<file path="src/rtl/uart_hex_display_loader_if.sv">
// Bundles the UART RX byte stream and the loader's display-side outputs.
// master: the byte source and observer of the results.
// slave: the loader, which consumes bytes and drives the results.
interface uart_hex_display_loader_if #(
   parameter int DIGITS = 4
);
   localparam int CW = $clog2(DIGITS + 1);

   logic                  rx_dv;
   logic [7:0]            rx_byte;
   logic [4*DIGITS-1:0]   display_value;
   logic                  value_valid;
   logic                  error;
   logic [CW-1:0]         digit_count;

   modport master (
      output rx_dv,
      output rx_byte,
      input  display_value,
      input  value_valid,
      input  error,
      input  digit_count
   );

   modport slave (
      input  rx_dv,
      input  rx_byte,
      output display_value,
      output value_valid,
      output error,
      output digit_count
   );
endinterface

</file>
<file path="src/rtl/uart_hex_display_loader.sv">
// Parses ASCII hex text lines from a UART RX byte stream and commits the
// value to the 7-segment display on a CR/LF terminator. Bad characters,
// overlong lines and idle timeouts abandon the line without touching the
// displayed value.
module uart_hex_display_loader #(
   parameter int DIGITS         = 4,
   parameter int TIMEOUT_CYCLES = 100000000
) (
   input logic                    clock,
   input logic                    reset,
   uart_hex_display_loader_if.slave bus
);
   localparam int W  = 4 * DIGITS;
   localparam int CW = $clog2(DIGITS + 1);
   localparam int TW = (TIMEOUT_CYCLES > 1) ? $clog2(TIMEOUT_CYCLES) : 1;

   localparam logic [1:0] ST_IDLE    = 2'd0;
   localparam logic [1:0] ST_COLLECT = 2'd1;
   localparam logic [1:0] ST_DISCARD = 2'd2;

   logic [1:0]    state_q,  state_d;
   logic [W-1:0]  shadow_q, shadow_d;
   logic [CW-1:0] count_q,  count_d;
   logic [TW-1:0] timer_q,  timer_d;
   logic [W-1:0]  value_q,  value_d;
   logic          valid_q,  valid_d;
   logic          error_q,  error_d;

   logic          is_hex;
   logic          is_term;
   logic          is_esc;
   logic [3:0]    nibble;

   // Classify the incoming byte and decode its hex nibble (either letter case).
   always_comb begin
      is_hex  = 1'b0;
      nibble  = 4'h0;
      is_term = (bus.rx_byte == 8'h0D) || (bus.rx_byte == 8'h0A);
      is_esc  = (bus.rx_byte == 8'h1B);
      if (bus.rx_byte >= 8'h30 && bus.rx_byte <= 8'h39) begin
         is_hex = 1'b1;
         nibble = bus.rx_byte[3:0];
      end else if ((bus.rx_byte >= 8'h41 && bus.rx_byte <= 8'h46) ||
                   (bus.rx_byte >= 8'h61 && bus.rx_byte <= 8'h66)) begin
         is_hex = 1'b1;
         nibble = bus.rx_byte[3:0] + 4'd9;
      end
   end

   // Line parser: a received byte always takes priority over the idle timeout.
   always_comb begin
      state_d  = state_q;
      shadow_d = shadow_q;
      count_d  = count_q;
      timer_d  = timer_q;
      value_d  = value_q;
      valid_d  = 1'b0;
      error_d  = error_q;

      if (bus.rx_dv) begin
         timer_d = '0;
         case (state_q)
            ST_IDLE: begin
               if (is_hex) begin
                  shadow_d = W'(nibble);
                  count_d  = CW'(1);
                  state_d  = ST_COLLECT;
               end else if (is_esc) begin
                  error_d = 1'b0;
               end else if (!is_term) begin
                  error_d = 1'b1;
                  state_d = ST_DISCARD;
               end
            end
            ST_COLLECT: begin
               if (is_hex) begin
                  if (count_q < CW'(DIGITS)) begin
                     shadow_d = (shadow_q << 4) | W'(nibble);
                     count_d  = count_q + CW'(1);
                  end else begin
                     error_d = 1'b1;
                     count_d = '0;
                     state_d = ST_DISCARD;
                  end
               end else if (is_term) begin
                  value_d = shadow_q;
                  valid_d = 1'b1;
                  error_d = 1'b0;
                  count_d = '0;
                  state_d = ST_IDLE;
               end else if (is_esc) begin
                  error_d = 1'b0;
                  count_d = '0;
                  state_d = ST_IDLE;
               end else begin
                  error_d = 1'b1;
                  count_d = '0;
                  state_d = ST_DISCARD;
               end
            end
            default: begin
               // Discarding: swallow everything until a terminator or escape.
               if (is_term) begin
                  state_d = ST_IDLE;
               end else if (is_esc) begin
                  error_d = 1'b0;
                  state_d = ST_IDLE;
               end
            end
         endcase
      end else if (state_q != ST_IDLE) begin
         if (timer_q == TW'(TIMEOUT_CYCLES - 1)) begin
            state_d = ST_IDLE;
            count_d = '0;
            timer_d = '0;
         end else begin
            timer_d = timer_q + TW'(1);
         end
      end else begin
         timer_d = '0;
      end
   end

   // State registers with asynchronous active-low reset.
   always_ff @(posedge clock or negedge reset) begin
      if (!reset) begin
         state_q  <= ST_IDLE;
         shadow_q <= '0;
         count_q  <= '0;
         timer_q  <= '0;
         value_q  <= '0;
         valid_q  <= 1'b0;
         error_q  <= 1'b0;
      end else begin
         state_q  <= state_d;
         shadow_q <= shadow_d;
         count_q  <= count_d;
         timer_q  <= timer_d;
         value_q  <= value_d;
         valid_q  <= valid_d;
         error_q  <= error_d;
      end
   end

   assign bus.display_value = value_q;
   assign bus.value_valid   = valid_q;
   assign bus.error         = error_q;
   assign bus.digit_count   = count_q;

endmodule

</file>
<file path="src/flat_wrapper.sv">
// flat-port wrapper written by rule: the top's interface ports become plain ports
module uart_hex_display_loader_flat 
#(
   parameter int DIGITS         = 4,
   parameter int TIMEOUT_CYCLES = 100000000
)
  (clock, reset, bus_rx_dv, bus_rx_byte, bus_display_value, bus_value_valid, bus_error, bus_digit_count);
  uart_hex_display_loader_if #(.DIGITS(DIGITS)) bus_i ();
  input logic clock;
  input logic reset;
  input wire logic [$bits(bus_i.rx_dv)-1:0] bus_rx_dv;
  input wire logic [$bits(bus_i.rx_byte)-1:0] bus_rx_byte;
  output wire logic [$bits(bus_i.display_value)-1:0] bus_display_value;
  output wire logic [$bits(bus_i.value_valid)-1:0] bus_value_valid;
  output wire logic [$bits(bus_i.error)-1:0] bus_error;
  output wire logic [$bits(bus_i.digit_count)-1:0] bus_digit_count;
  assign bus_i.rx_dv = bus_rx_dv;
  assign bus_i.rx_byte = bus_rx_byte;
  assign bus_display_value = bus_i.display_value;
  assign bus_value_valid = bus_i.value_valid;
  assign bus_error = bus_i.error;
  assign bus_digit_count = bus_i.digit_count;
  uart_hex_display_loader #(.DIGITS(DIGITS), .TIMEOUT_CYCLES(TIMEOUT_CYCLES)) u_core (.clock(clock), .reset(reset), .bus(bus_i));
endmodule
</file>
<file path="config.mk">
export PLATFORM = sky130hd
export DESIGN_NAME = uart_hex_display_loader_flat
export DESIGN_NICKNAME = d
export VERILOG_FILES = /design/src/rtl/uart_hex_display_loader_if.sv /design/src/rtl/uart_hex_display_loader.sv /design/src/flat_wrapper.sv
export SDC_FILE = /design/constraint.sdc
export NUM_CORES = 1
export LEC_CHECK = 0
export BUFFER_PORTS_ARGS = -buffer_cell sky130_fd_sc_hd__buf_2
export CELL_PAD_IN_SITES_DETAIL_PLACEMENT = 0
export CELL_PAD_IN_SITES_GLOBAL_PLACEMENT = 2
export CORE_MARGIN = 10
export CORE_UTILIZATION = 25
export CTS_CLUSTER_DIAMETER = 50
export DETAILED_ROUTE_END_ITERATION = 8
export HOLD_SLACK_MARGIN = 0.08
export PLACE_DENSITY = 0.64
export RECOVER_POWER = 25
export SYNTH_ARGS = -nofsm -noshare
export SYNTH_HDL_FRONTEND = slang
export SYNTH_SLANG_ARGS = --single-unit
</file>
<file path="constraint.sdc">
create_clock -name clock -period 5.1 [get_ports clock]
set_input_delay 1.02 -clock clock [delete_from_list [all_inputs] [get_ports clock]]
set_output_delay 1.02 -clock clock [all_outputs]
set_load 0.005 [all_outputs]
</file>
Word level (Yosys, flattened, before mapping)
Index checks and enable logic that the tools add are counted.
{ "totals": {"mem_bits_ro": 0, "wordCells": 98, "out_inout_bits": 21, "memories": 0, "in_bits": 11, "ram_bits": 0, "ff_bits": 66, "latch_bits": 0} }
{ "op_classes": {"div": 0, "n_reduce_logical": 16, "addsub": 3, "mux": 45, "multipliers": 0, "shifts": 0, "eq_ne": 18, "bitwise": 2, "order_cmp": 7} }
{ "op_table": {"columns": ["op", "n"], "rows": [
  ["27-bit two-way mux", 3],
  ["16-bit two-way mux", 3],
  ["16-bit case mux with 2 select lines", 1],
  ["27-bit by 1-bit adder with 27-bit output (second input constant)", 1],
  ["27-bit == test (second input constant)", 1],
  ["2-bit two-way mux", 12],
  ["3-bit two-way mux", 6],
  ["8-bit by 4-bit == test with 1-bit output (second input constant)", 2],
  ["8-bit by 7-bit greater-or-equal comparator with 1-bit output (second input constant)", 2],
  ["8-bit by 7-bit less-or-equal comparator with 1-bit output (second input constant)", 2],
  ["16-bit by 4-bit OR with 16-bit output", 1],
  ["1-bit two-way mux", 15],
  ["6-bit AND reduction", 2],
  ["3-bit inequality test (second input constant)", 3],
  ["8-bit by 5-bit == test with 1-bit output (second input constant)", 1],
  ["8-bit by 6-bit greater-or-equal comparator with 1-bit output (second input constant)", 1],
  ["8-bit by 6-bit less-or-equal comparator with 1-bit output (second input constant)", 1],
  ["4-bit two-way mux", 2],
  ["4-bit by 3-bit inequality test with 1-bit output (second input constant)", 2],
  ["4-bit AND reduction", 2],
  ["2-bit nonzero test", 4],
  ["2-bit by 1-bit inequality test with 1-bit output (second input constant)", 3],
  ["3-bit case mux with 2 select lines", 1],
  ["5-bit by 1-bit inequality test with 1-bit output (second input constant)", 1],
  ["16 further kinds", 19]
]} }

Logic depth before layout (Yosys ltp)
Gate-level depths: netlist (run 1).
{ "depth": {"ltp_word": 9, "ltp_mapped": 8, "depth_no_buf": 6} }

Least setup slack after synthesis (run 1)
No wires, ideal clock.
{ "synth_timing": {"path_kind": "input to register", "from": "in bus_rx_byte[0]", "to": "reg u_core.state_q[0]", "t_required_ns": 4.956, "path_stages": 8, "n_path_buf": 2, "t_arrival_ns": 2.639, "setup_ns": 0.144, "slack_ns": 2.317, "path_cell_list": "inv_1 ha_1 or3b_1 and3_1 clkbuf_1 o211ai_4 buf_2 o221ai_1"} }
{ "synth_between": {"elab_chain_cells": 8, "elab_cells_between_ends": 27, "cone_classes": "6 x order compare; 7 x eq/ne; 8 x mux; 6 x reduce/logical"} }
{ "synth_rtl": {"columns": ["item", "line_no", "source"], "rows": [
  ["start, declared", "flat_wrapper.sv:12", "input wire logic [$bits(bus_i.rx_byte)-1:0] bus_rx_byte;"],
  ["8-bit by 7-bit greater-or-equal comparator with 1-bit output (tied with other cells)", "uart_hex_display_loader.sv:43", "end else if ((bus.rx_byte >= 8'h41 && bus.rx_byte <= 8'h46) ||"],
  ["1-bit logical AND (on tied branches)", "uart_hex_display_loader.sv:43, uart_hex_display_loader.sv:44", null],
  ["1-bit logical OR", "uart_hex_display_loader.sv:43", null],
  ["1-bit two-way mux", "uart_hex_display_loader.sv:43", null],
  ["1-bit two-way mux", "uart_hex_display_loader.sv:40", "if (bus.rx_byte >= 8'h30 && bus.rx_byte <= 8'h39) begin"],
  ["2-bit two-way mux (on tied branches)", "uart_hex_display_loader.sv:76, uart_hex_display_loader.sv:64", null],
  ["2-bit case mux with 2 select lines", "uart_hex_display_loader.sv:62", "case (state_q)"],
  ["2-bit two-way mux", "uart_hex_display_loader.sv:60", "if (bus.rx_dv) begin"],
  ["end signal, assigned", "uart_hex_display_loader.sv:135", "state_q <= state_d;"],
  ["end, declared", "uart_hex_display_loader.sv:21", "logic [1:0] state_q, state_d;"]
]} }
Several ways; a longest one is shown, not always the timed one.
A chain may end at the register's enable or synchronous reset.

Worst setup path after layout (run 1)
{ "layout_timing": {"from": "in bus_rx_byte[0]", "to": "reg u_core.shadow_q[1]"} }
{ "layout_between": {"elab_chain_cells": 9, "elab_cells_between_ends": 23, "cone_classes": "1 x add/sub; 6 x order compare; 2 x eq/ne; 8 x mux; 1 x bitwise; 5 x reduce/logical"} }
{ "layout_rtl": {"columns": ["item", "line_no", "source"], "rows": [
  ["8-bit by 7-bit greater-or-equal comparator with 1-bit output (tied with other cells)", "uart_hex_display_loader.sv:43", null],
  ["1-bit logical AND (on tied branches)", "uart_hex_display_loader.sv:43, uart_hex_display_loader.sv:44", null],
  ["1-bit logical OR", "uart_hex_display_loader.sv:43", null],
  ["4-bit two-way mux", "uart_hex_display_loader.sv:43", null],
  ["4-bit two-way mux", "uart_hex_display_loader.sv:40", null],
  ["16-bit by 4-bit OR with 16-bit output", "uart_hex_display_loader.sv:78", "shadow_d = (shadow_q << 4) | W'(nibble);"],
  ["16-bit two-way mux", "uart_hex_display_loader.sv:77", "if (count_q < CW'(DIGITS)) begin"],
  ["16-bit two-way mux", "uart_hex_display_loader.sv:76", "if (is_hex) begin"],
  ["16-bit case mux with 2 select lines", "uart_hex_display_loader.sv:62", null],
  ["end signal, assigned", "uart_hex_display_loader.sv:136", "shadow_q <= shadow_d;"],
  ["end, declared", "uart_hex_display_loader.sv:22", "logic [W-1:0] shadow_q, shadow_d;"]
]} }
Several ways; a longest one is shown, not always the timed one. The select of a mux whose other input is x is not followed.

==> flow_metrics.tcl, run 1 <==
set metrics [dict create \
    status "finished with violations" \
    failed_checks "max-capacitance violations, max-slew violations" \
    area.growth.synth_to_final_pct 20.6 \
    grt-ovfl-total 0 \
    antenna_cells 0 \
    viasPerCell 4.89 \
    vdd_drop_max_v 0.000152 \
    antenna_found_initial 0 \
    vias 2461 \
    ctsRootBufferMaster "clkbuf_16" \
    cts_hold_buffers 0 \
    grt_usage_pct 8.97 \
    fp.dieW_um 135 \
    seq_area_frac_synth_pct 49.7 \
    first_global_vias 2531 \
    core_area_um2 13100 \
    syn_nets 308 \
    synth_top_area_share_pct 49.7 \
    met3WireLength_um 362 \
    maxCapViolCount 1 \
    min_period_over_period_pct 56.6 \
    synth_top_flop_cell "dfrtp_1" \
    highest_layer "met4" \
    dr.pass1.iters 4 \
    post_cts_buffers 0 \
    dieArea_um2 18300 \
    path_buf_inv 2 \
    synth_seq_cells 66 \
    wl_per_cell_um 15.3 \
    worstSetupEndpointType "flip-flop" \
    dp_cells 487 \
    syn_area_per_cell_um2 11.4 \
    routed_wl_um 7680 \
    h-tree-depth 3 \
    io_buffers 31 \
    fmax_mhz 347 \
    syn-cell-area_um2 3330 \
    cp_max_fo 17 \
    yosysTopAreaCell "dfrtp_1" \
    fin_crit_ns 2.89 \
    grt_max_degree 38 \
    fin_skew_ns 0.00583 \
    grt_setup_unrepaired "false" \
    clockBufferDepth 2 \
    worst_slew_pin_slew_ns 1.53 \
    drt_iter0_drc 162 \
    ctsResizeCount 0 \
    async_flop_share_pct 100 \
    tns_ns 0 \
    hold_viol_final 0 \
    crit_required_ns 5.31 \
    p_leak_nw 1.73 \
    die_h_um 135 \
    netlist_top_cells_area "dfrtp_1 (50%), mux2_2 (6.8%), a22o_2 (3.0%)" \
    clock_latency_ns 0.33 \
    synthCells 291 \
    critPathTopFamily "simple AND/OR/NAND/NOR gates" \
    ios 32 \
    maxSlewViolCount 31 \
    setup_violations 0 \
    nets 339 \
    instances_no_fill 503 \
    hold_class "flip-flop to flip-flop" \
    cp_slowest_stage_delay_ns 0.47 \
    layout_commonest_cell "dfrtp_1" \
    yosys_warnings 0 \
    clk_pin_slew_ns 0.06 \
    layout_common_cells "dfrtp_1 (66), buf_2 (30), mux2_2 (20), nor3_1 (16), nand4_1 (14)" \
    initial_core_util_pct 25.3 \
    hpwl_um 5440 \
    synth_cell_types 57 \
    critPathKind "primary input to flip-flop" \
    nFillCells 1373 \
    cts_buffers 9 \
    r2r_slack_ns 2.63 \
    grt_first_pass_wirelength_um 13300 \
    slowest_stage "o211ai_4" \
    ant_nets 0 \
    synth_edf_count 0 \
    max-slew-margin-rel_pct -2.24 \
    wl_met1_um 3720 \
    met2_length_um 3470 \
    drive_above_1_share_pct 26.9 \
    drc 0 \
    power_density_nw_per_um2 341 \
    num_rows 42 \
    post-route-util_pct 30.5 \
    cts_tree "built" \
    gp_congestion 0.800 \
    critPathLaunchType "primary input" \
    cp.arrival_ns 3.10 \
    cts_sinks 66 \
    worstPathCellList "buf_2 -> inv_1 -> ha_1 -> or3b_1 -> and3_1 -> o211ai_4 -> mux2_2" \
]
area by class of cell:
class	count	area, um2	area share (%)
Sequential cell	66	1650	41.2
Clock inverter	6	115	2.87
Multi-Input combinational cell	199	1570	39.2
Timing Repair Buffer	34	176	4.40
Clock buffer	10	229	5.71
Tap cell	176	220	5.49
Inverter	12	45.0	1.12
per-layer routing:
metal | vias to the layer above | track usage (%)
met2 | 37 | 13.7
met1 | 1228 | 11.3
met3 | 13 | 3.15
li1 | 1183 | -
met5 | - | 0
met4 | 0 | 3.41
worst paths after layout:
kind	start	to	cells after the start
setup / recovery	bus_rx_byte[0]	u_core.shadow_q[1]	7
hold / removal	u_core.timer_q[0]	u_core.timer_q[0]	1
setup reg to reg	u_core.timer_q[0]	u_core.state_q[0]	6
hold reg to reg	u_core.timer_q[0]	u_core.timer_q[0]	1
max in group asynchronous	reset	u_core.timer_q[21]	2
min in group asynchronous	reset	u_core.bus.display_value[2]	1
state kept, by name, summed over array words and instances, names as in the netlist:
name / flops
u_core.bus.value_valid: 1
u_core.shadow_q: 16
u_core.bus.error: 1
u_core.timer_q: 27
u_core.bus.digit_count: 3
u_core.bus.display_value: 16
u_core.state_q: 2
synthesized netlist by cell type, types with 5 or more instances:
| master | count |
|---|---|
| buf_2 | 5 |
| nor3_1 | 16 |
| dfrtp_1 | 66 |
| o21ai_0 | 12 |
| xor2_1 | 11 |
| a22o_2 | 10 |
| a211oi_1 | 11 |
| inv_1 | 12 |
| nand2_1 | 12 |
| and3_1 | 8 |
| mux2_2 | 20 |
| ha_1 | 6 |
| nand4_1 | 14 |
| or3_1 | 9 |
| clkbuf_1 | 7 |
| nand3_1 | 9 |
power breakdown:
| part | total, mW | leakage, nW | switching (mW) | internal, mW |
|---|---|---|---|---|
| clock | 0.708 | 0.163 | 0.229 | 0.479 |
| sequential | 0.563 | 0.907 | 0.0223 | 0.541 |
| combinational | 0.0976 | 0.655 | 0.0601 | 0.0375 |
cell families after synthesis:
| group | count (synthesis) | share of synthesized area [%] |
|---|---|---|
| buf+inv | 26 | 3.46 |
| simple gates | 94 | 17.4 |
| flops | 66 | 49.7 |
| fa+ha+maj | 6 | 2.26 |
| xor+xnor | 15 | 3.95 |
| mux | 22 | 7.37 |
| compound gates | 62 | 15.9 |
through the flow:
step	setup WS [ns]	total power, mW	area [um2]	hold slack [ns]
after global placement	1.93	0.673	3670	0.484
final	2.21	1.37	4010	0.486
after CTS	2.25	1.39	4010	0.491
after detailed placement	1.89	0.673	3670	0.484
after global routing	2.15	1.43	4010	0.518
after floorplan	2.32	0.623	3330	0.459
worst reg2reg max path: stages (launching register included):
cell and delay [ns]:
dfrtp_1 0.38, ha_1 0.18, and3_1 0.45, nand2_1 0.23
o31ai_4 0.60, buf_4 0.34, o221ai_1 0.13
No activity file was read; power rests on OpenSTA's default activity.
==> inputs of run 2 (changes only) <==
--- a/config.mk
+++ b/config.mk
@@ -5,6 +5,7 @@
 export SDC_FILE = /design/constraint.sdc
 export NUM_CORES = 1
 export LEC_CHECK = 0
+export ABC_AREA = 1
 export BUFFER_PORTS_ARGS = -buffer_cell sky130_fd_sc_hd__buf_2
 export CELL_PAD_IN_SITES_DETAIL_PLACEMENT = 0
 export CELL_PAD_IN_SITES_GLOBAL_PLACEMENT = 2
@@ -13,7 +14,7 @@
 export CTS_CLUSTER_DIAMETER = 50
 export DETAILED_ROUTE_END_ITERATION = 8
 export HOLD_SLACK_MARGIN = 0.08
-export PLACE_DENSITY = 0.64
+export PLACE_DENSITY = 0.69
 export RECOVER_POWER = 25
 export SYNTH_ARGS = -nofsm -noshare
 export SYNTH_HDL_FRONTEND = slang
==> constraint.sdc (replaced) <==
create_clock -name clock -period 2.79 [get_ports clock]
set_input_delay 0.558 -clock clock [delete_from_list [all_inputs] [get_ports clock]]
set_output_delay 0.558 -clock clock [all_outputs]
set_load 0.005 [all_outputs]
==> run 2 against run 1 <==
The flow still finishes with violations (max-capacitance violations, max-slew violations). Sequential power rose by 97%. Power rose by 90%. Combinational power rose to 3.3 times the previous value. Die area rose by 6.3%. Critical endpoint is now u_core.shadow_q[15]. Critical path depth rose by 5. First-iteration DRC count fell by 41%. Utilization fell by 0.20 points.
==> flow_metrics.tcl, run 2 <==
set metrics [dict create \
    fmax_mhz 498 \
    tns_ns 0 \
    synth_top_area_share_pct 46.2 \
    first_global_vias 2985 \
    hold_viol_final 0 \
    cts_hold_buffers 0 \
    synth_edf_count 0 \
    grt-ovfl-total 0 \
    hold_end "u_core.bus.display_value[14]" \
    vdd_drop_max_v 0.000337 \
    p_total_mw 2.61 \
    hp-start "u_core.bus.display_value[14]" \
    cp_max_fo 25 \
    clk_pin_slew_ns 0.06 \
    power_frac_clock_pct 45.2 \
    r2r-start "u_core.state_q[1]" \
    grt_max_degree 67 \
    ctsResizeCount 0 \
    setup_violations 0 \
    switching_power_mw 0.741 \
    p_leak_nw 2.08 \
    ctsRootBufferMaster "clkbuf_16" \
    power_frac_comb_pct 12.3 \
    fin_skew_ns 0.00824 \
    crit_required_ns 3.01 \
    grt_first_pass_wirelength_um 14800 \
    power_density_nw_per_um2 617 \
    dieArea_um2 19500 \
    syn-cell-area_um2 3570 \
    yosys_warnings 0 \
    post_cts_buffers 0 \
    hpwl_um 6380 \
    hold_class "flip-flop to flip-flop" \
    synth_top_flop_cell "dfrtp_1" \
    maxCapViolCount 1 \
    cts_sinks 66 \
    synth_seq_cells 66 \
    netlist_top_cells_count "nand2_1 (133), dfrtp_1 (66), nor2_1 (49), inv_1 (48), nand3_1 (37)" \
    wl_per_cell_um 12.9 \
    clock_latency_ns 0.34 \
    worst_slew_pin_slew_ns 1.69 \
    clockBufferDepth 2 \
    largest_reg_flops 27 \
    die_h_um 140 \
    vias 2897 \
    maxSlewViolCount 67 \
    gp_congestion 0.824 \
    critPathLaunchType "primary input" \
    syn_area_per_cell_um2 8.01 \
    cell_internal_pwr_mw 1.87 \
    nFillCells 1522 \
    cts_tree "built" \
    ios 32 \
    viasPerCell 4.34 \
    critPathKind "primary input to flip-flop" \
    syn_nets 463 \
    netlist_top_cells_area "dfrtp_1 (46%), nand2_1 (14%), nand3_1 (5.2%)" \
    p_sw_share_pct 28.4 \
    layout_common_cells "nand2_1 (133), dfrtp_1 (66), nor2_1 (49), inv_1 (48), nand3_1 (37)" \
    fp.dieW_um 140 \
    grt_setup_unrepaired "false" \
    h-tree-depth 3 \
    failed_checks "max-capacitance violations, max-slew violations" \
    cp.arrival_ns 2.23 \
    dr.pass1.iters 4 \
    layout_commonest_cell "nand2_1" \
    seq_area_frac_synth_pct 46.2 \
    ant_nets 0 \
    io_buffers 31 \
    yosysTopAreaCell "dfrtp_1" \
    antenna_cells 0 \
    async_flop_share_pct 100 \
    area.growth.synth_to_final_pct 18.2 \
    initial_core_util_pct 25.6 \
    antenna_found_initial 0 \
    cts_buffers 9 \
    fin_crit_ns 2.01 \
    hold_depth 2 \
    worstSetupEndpointType "flip-flop" \
    synth_cell_types 34 \
    r2r_slack_ns 0.94 \
    drt_iter0_drc 95 \
    worstRegToRegCells 8 \
    synthCells 446 \
    max-slew-margin-rel_pct -12.6 \
    seqPwrFrac_pct 42.6 \
    rr_endpoint "u_core.shadow_q[15]" \
    num_rows 43 \
    core_area_um2 13900 \
    min_period_over_period_pct 72.0 \
    regMostFlops "u_core.timer_q" \
    yosysMostFrequentCell "nand2_1" \
    routed_wl_um 8600 \
    nets 500 \
    drive_above_1_share_pct 18.0 \
    drc 0 \
    grt_usage_pct 9.20 \
    status "finished with violations" \
]
run 2: cell families after synthesis:
group                    after synthesis  share of synthesized area, %
flip-flops                            66                          46.2
AND/OR/NAND/NOR                      268                          36.3
AO/OA/AOI/OAI                         32                          4.90
adder cells (fa/ha/maj)                6                          2.10
buffers and inverters                 60                          7.04
XOR/XNOR                              14                          3.43
run 2: power by group through the flow:
stage                     sequential [mW]  combinational [mW]  clock (mW)
after global routing                 1.12               0.376        1.26
after CTS                            1.11               0.333        1.22
after global placement               1.13               0.333           0
after detailed placement             1.13               0.332           0
final                                1.11               0.320        1.18
after floorplan                      1.11               0.227           0
run 2: critical path, cell delays in order:
cell and delay, ns:
buf_2 0.13, inv_1 0.10, ha_1 0.18, nor2_1 0.05, nand2_1 0.06, nand3_2 0.14, nand2_2 0.15, nand3_2 0.10
nand2_2 0.34, inv_1 0.25, nand2_1 0.10, nand2_1 0.06
run 2: layout make-up:
cell class	count	area, um2	area share [%]
inverter	53	199	4.71
sequential	66	1650	39.1
timing repair buffer	33	168	3.97
tap	180	225	5.33
multi-input combinational	320	1670	39.5
clock buffer	10	239	5.66
clock inverter	6	72.6	1.72
run 2: through the flow:
stage | hold slack (ns) | utilization [%] | std cells | setup WS (ns) | area (um2)
5_1_grt | 0.505 | 30.3 | 668 | 0.589 | 4230
3_5_place_dp | 0.464 | 28.2 | 652 | 0.426 | 3930
2_1_floorplan | 0.262 | - | 446 | 1.09 | 3570
4_1_cts | 0.240 | 30.4 | 668 | 0.797 | 4240
6_report | 0.471 | 30.3 | 668 | 0.782 | 4230
3_3_place_gp | 0.459 | 28.2 | 652 | 0.523 | 3930
run 2: metal layers:
layer	vias up	routed length (um)	share of wire [%]	track usage, %
met4	0	91	1.1	2.93
met3	8	394	4.6	3.74
met1	1362	4050	47	11.2
li1	1487	-	-	-
met2	40	4070	47	14.4
met5	-	0	0	0
run 2: worst max-delay path by stage:
| stage | slack (ns) | cells past startpoint | from | end |
|---|---|---|---|---|
| 2_1_floorplan | 1.09 | 11 | bus_rx_byte[0] | u_core.shadow_q[7] |
| 3_5_place_dp | 0.43 | 12 | bus_rx_byte[0] | u_core.shadow_q[15] |
| 6_report | 0.78 | 12 | bus_rx_byte[0] | u_core.shadow_q[15] |
| 5_1_grt | 0.59 | 12 | bus_rx_byte[0] | u_core.shadow_q[15] |
| 3_3_place_gp | 0.52 | 12 | bus_rx_byte[0] | u_core.shadow_q[10] |
| 4_1_cts | 0.80 | 12 | bus_rx_byte[0] | u_core.shadow_q[15] |
==> inputs of run 3 (changes only) <==
--- a/config.mk
+++ b/config.mk
@@ -14,7 +14,7 @@
 export CTS_CLUSTER_DIAMETER = 50
 export DETAILED_ROUTE_END_ITERATION = 8
 export HOLD_SLACK_MARGIN = 0.08
-export PLACE_DENSITY = 0.69
+export PLACE_DENSITY = 0.72
 export RECOVER_POWER = 25
 export SYNTH_ARGS = -nofsm -noshare
 export SYNTH_HDL_FRONTEND = slang
==> constraint.sdc (replaced) <==
create_clock -name clock -period 1.74 [get_ports clock]
set_input_delay 0.348 -clock clock [delete_from_list [all_inputs] [get_ports clock]]
set_output_delay 0.348 -clock clock [all_outputs]
set_load 0.005 [all_outputs]
==> run 3 against run 2 <==
The flow now finishes without violations. Utilization up 1.3 points. Global-route usage up 0.21 points. Clock skew about the same. Clock power up 54%. Die area unchanged. First-iteration DRC count up 9.5%. Setup slack worse by 0.60 ns. Combinational power up 90%. Worst hold slack worse by 0.13 ns. Non-clock buffer count up 22. Critical path depth down 4. Sequential cell count unchanged. Largest power group unchanged.
==> flow_metrics.tcl, run 3 (same netlist as run 2, synthesis figures left out) <==
set metrics [dict create \
    post-route-cell-area_um2 4410 \
    drt_iter0_drc 104 \
    cp_slowest_stage_delay_ns 0.41 \
    ios 32 \
    grt-ovfl-total 0 \
    ant_nets 0 \
    fmax_mhz 640 \
    cts_buffers 9 \
    dr.pass1.iters 4 \
    grt_usage_pct 9.41 \
    seqPwrFrac_pct 42.2 \
    dieArea_um2 19500 \
    antenna_cells 0 \
    placed_cell_area_um2 4120 \
    maxSlewViolCount 0 \
    drc 0 \
    p_leak_nw 2.18 \
    clock_latency_ns 0.34 \
    status "finished, final reports clean" \
    grt_setup_unrepaired "false" \
    power_frac_clock_pct 43.4 \
    switching_power_mw 1.20 \
    clk_pin_slew_ns 0.06 \
    fin_crit_ns 1.56 \
    io_buffers 31 \
    setup_violations 0 \
    core_area_um2 13900 \
    h-tree-depth 3 \
    fin_skew_ns 0.00788 \
    worstPathCellList "inv_1 -> nand2_1 -> nor2_1 -> nand2_1 -> nand2_2 -> buf_6 -> nand3_1 -> o21ai_1" \
    layout_common_cells "nand2_1 (133), dfrtp_1 (66), inv_1 (48), nor2_1 (48), nand3_1 (37)" \
    grt_first_pass_wirelength_um 15200 \
    cp.arrival_ns 1.83 \
    cts_tree "built" \
    num_rows 43 \
    cts_sinks 66 \
    gp_congestion 0.827 \
    cell_internal_pwr_mw 3.01 \
    dp_slack_ns -0.0471 \
    critPathTopFamily "simple AND/OR/NAND/NOR gates" \
    regMostFlops "u_core.timer_q" \
    hpwl_um 6730 \
    holdWs_ns 0.339 \
    power_frac_comb_pct 14.4 \
    worstSetupEndpointType "flip-flop" \
    p_sw_share_pct 28.4 \
    hold_viol_final 0 \
    power_density_nw_per_um2 954 \
    area.growth.synth_to_final_pct 23.4 \
    cpMostUsedCell "nand2_1" \
    ctsRootBufferMaster "clkbuf_16" \
    post-route-util_pct 31.6 \
    initial_core_util_pct 25.6 \
    critPathLaunchType "flip-flop" \
    layout_commonest_cell "nand2_1" \
    critPathKind "flip-flop to flip-flop" \
    cp_max_fo 18 \
    nFillCells 1495 \
    path_buf_inv 2 \
    vias 2933 \
    p_total_mw 4.21 \
    min_period_over_period_pct 89.8 \
    post_cts_buffers 0 \
    wl_per_cell_um 12.6 \
    worst_slew_pin_slew_ns 0.609 \
    crit_required_ns 2.01 \
    maxCapViolCount 0 \
    antenna_found_initial 0 \
    routed_wl_um 8680 \
    viasPerCell 4.25 \
    slowest_stage "dfrtp_1" \
    nets 522 \
    drive_above_1_share_pct 21.2 \
    grt_max_degree 39 \
    vdd_drop_max_v 0.000500 \
    fp.dieW_um 140 \
    clockBufferDepth 2 \
    hold_class "primary input to flip-flop" \
    first_global_vias 3072 \
    max-slew-margin-rel_pct 59.4 \
    setup_ws_ns 0.177 \
    die_h_um 140 \
    largest_reg_flops 27 \
]
## run 3: repair_timing
action | CTS | global route
gates resized for setup | 0 | 3
hold buffers | 1 | 0
endpoints found under the hold margin | 4 | 0
endpoints found under the setup margin | 0 | 13
## run 3: cell type report
| class | count | area [um2] | area share (%) |
|---|---|---|---|
| clock inverter | 6 | 67.6 | 1.53 |
| inverter | 53 | 199 | 4.51 |
| timing repair buffer | 55 | 363 | 8.23 |
| multi-input combinational | 320 | 1670 | 38.0 |
| clock buffer | 10 | 229 | 5.19 |
| sequential | 66 | 1650 | 37.5 |
| tap | 180 | 225 | 5.11 |
## run 3: power groups by stage
stage          Sequential [mW]  Combinational, mW  Clock [mW]
6_report                  1.78              0.608        1.82
5_1_grt                   1.79              0.713        1.95
4_1_cts                   1.78              0.632        1.88
3_3_place_gp              1.80              0.626           0
2_1_floorplan             1.78              0.364           0
3_5_place_dp              1.80              0.627           0
## run 3: final timing paths
kind | startpoint | endpoint | slack, ns | cells after the start
hold reg to reg | u_core.shadow_q[12] | u_core.bus.display_value[12] | 0.48 | 2
setup reg to reg | u_core.state_q[1] | u_core.shadow_q[7] | 0.18 | 8
max in group asynchronous | reset | u_core.bus.value_valid | 0.44 | 3
min in group asynchronous | reset | u_core.timer_q[21] | 0.41 | 2
hold / removal | bus_rx_dv | u_core.timer_q[25] | 0.34 | 3
setup / recovery | u_core.state_q[1] | u_core.shadow_q[7] | 0.18 | 8
## run 3: metrics by stage
step	TNS [ns]	cells
4_1_cts	0	690
2_1_floorplan	0	446
5_1_grt	0	690
3_5_place_dp	-0.356	673
3_3_place_gp	-0.162	673
6_report	0	690
## run 3: layer usage
metal	vias to the layer above	GRT usage, %	part of all wire (%)
met5	-	0	0
met4	0	3.80	1.7
met3	14	3.20	4.1
met2	36	15.4	48
met1	1359	11.0	46
li1	1524	-	-
## run 3: worst reg2reg max path: stages, from the launching register on
cell,delay (ns)
dfrtp_1,0.41
inv_1,0.14
nand2_1,0.16
nor2_1,0.19
nand2_1,0.10
nand2_2,0.14
buf_6,0.19
nand3_1,0.09
o21ai_1,0.08
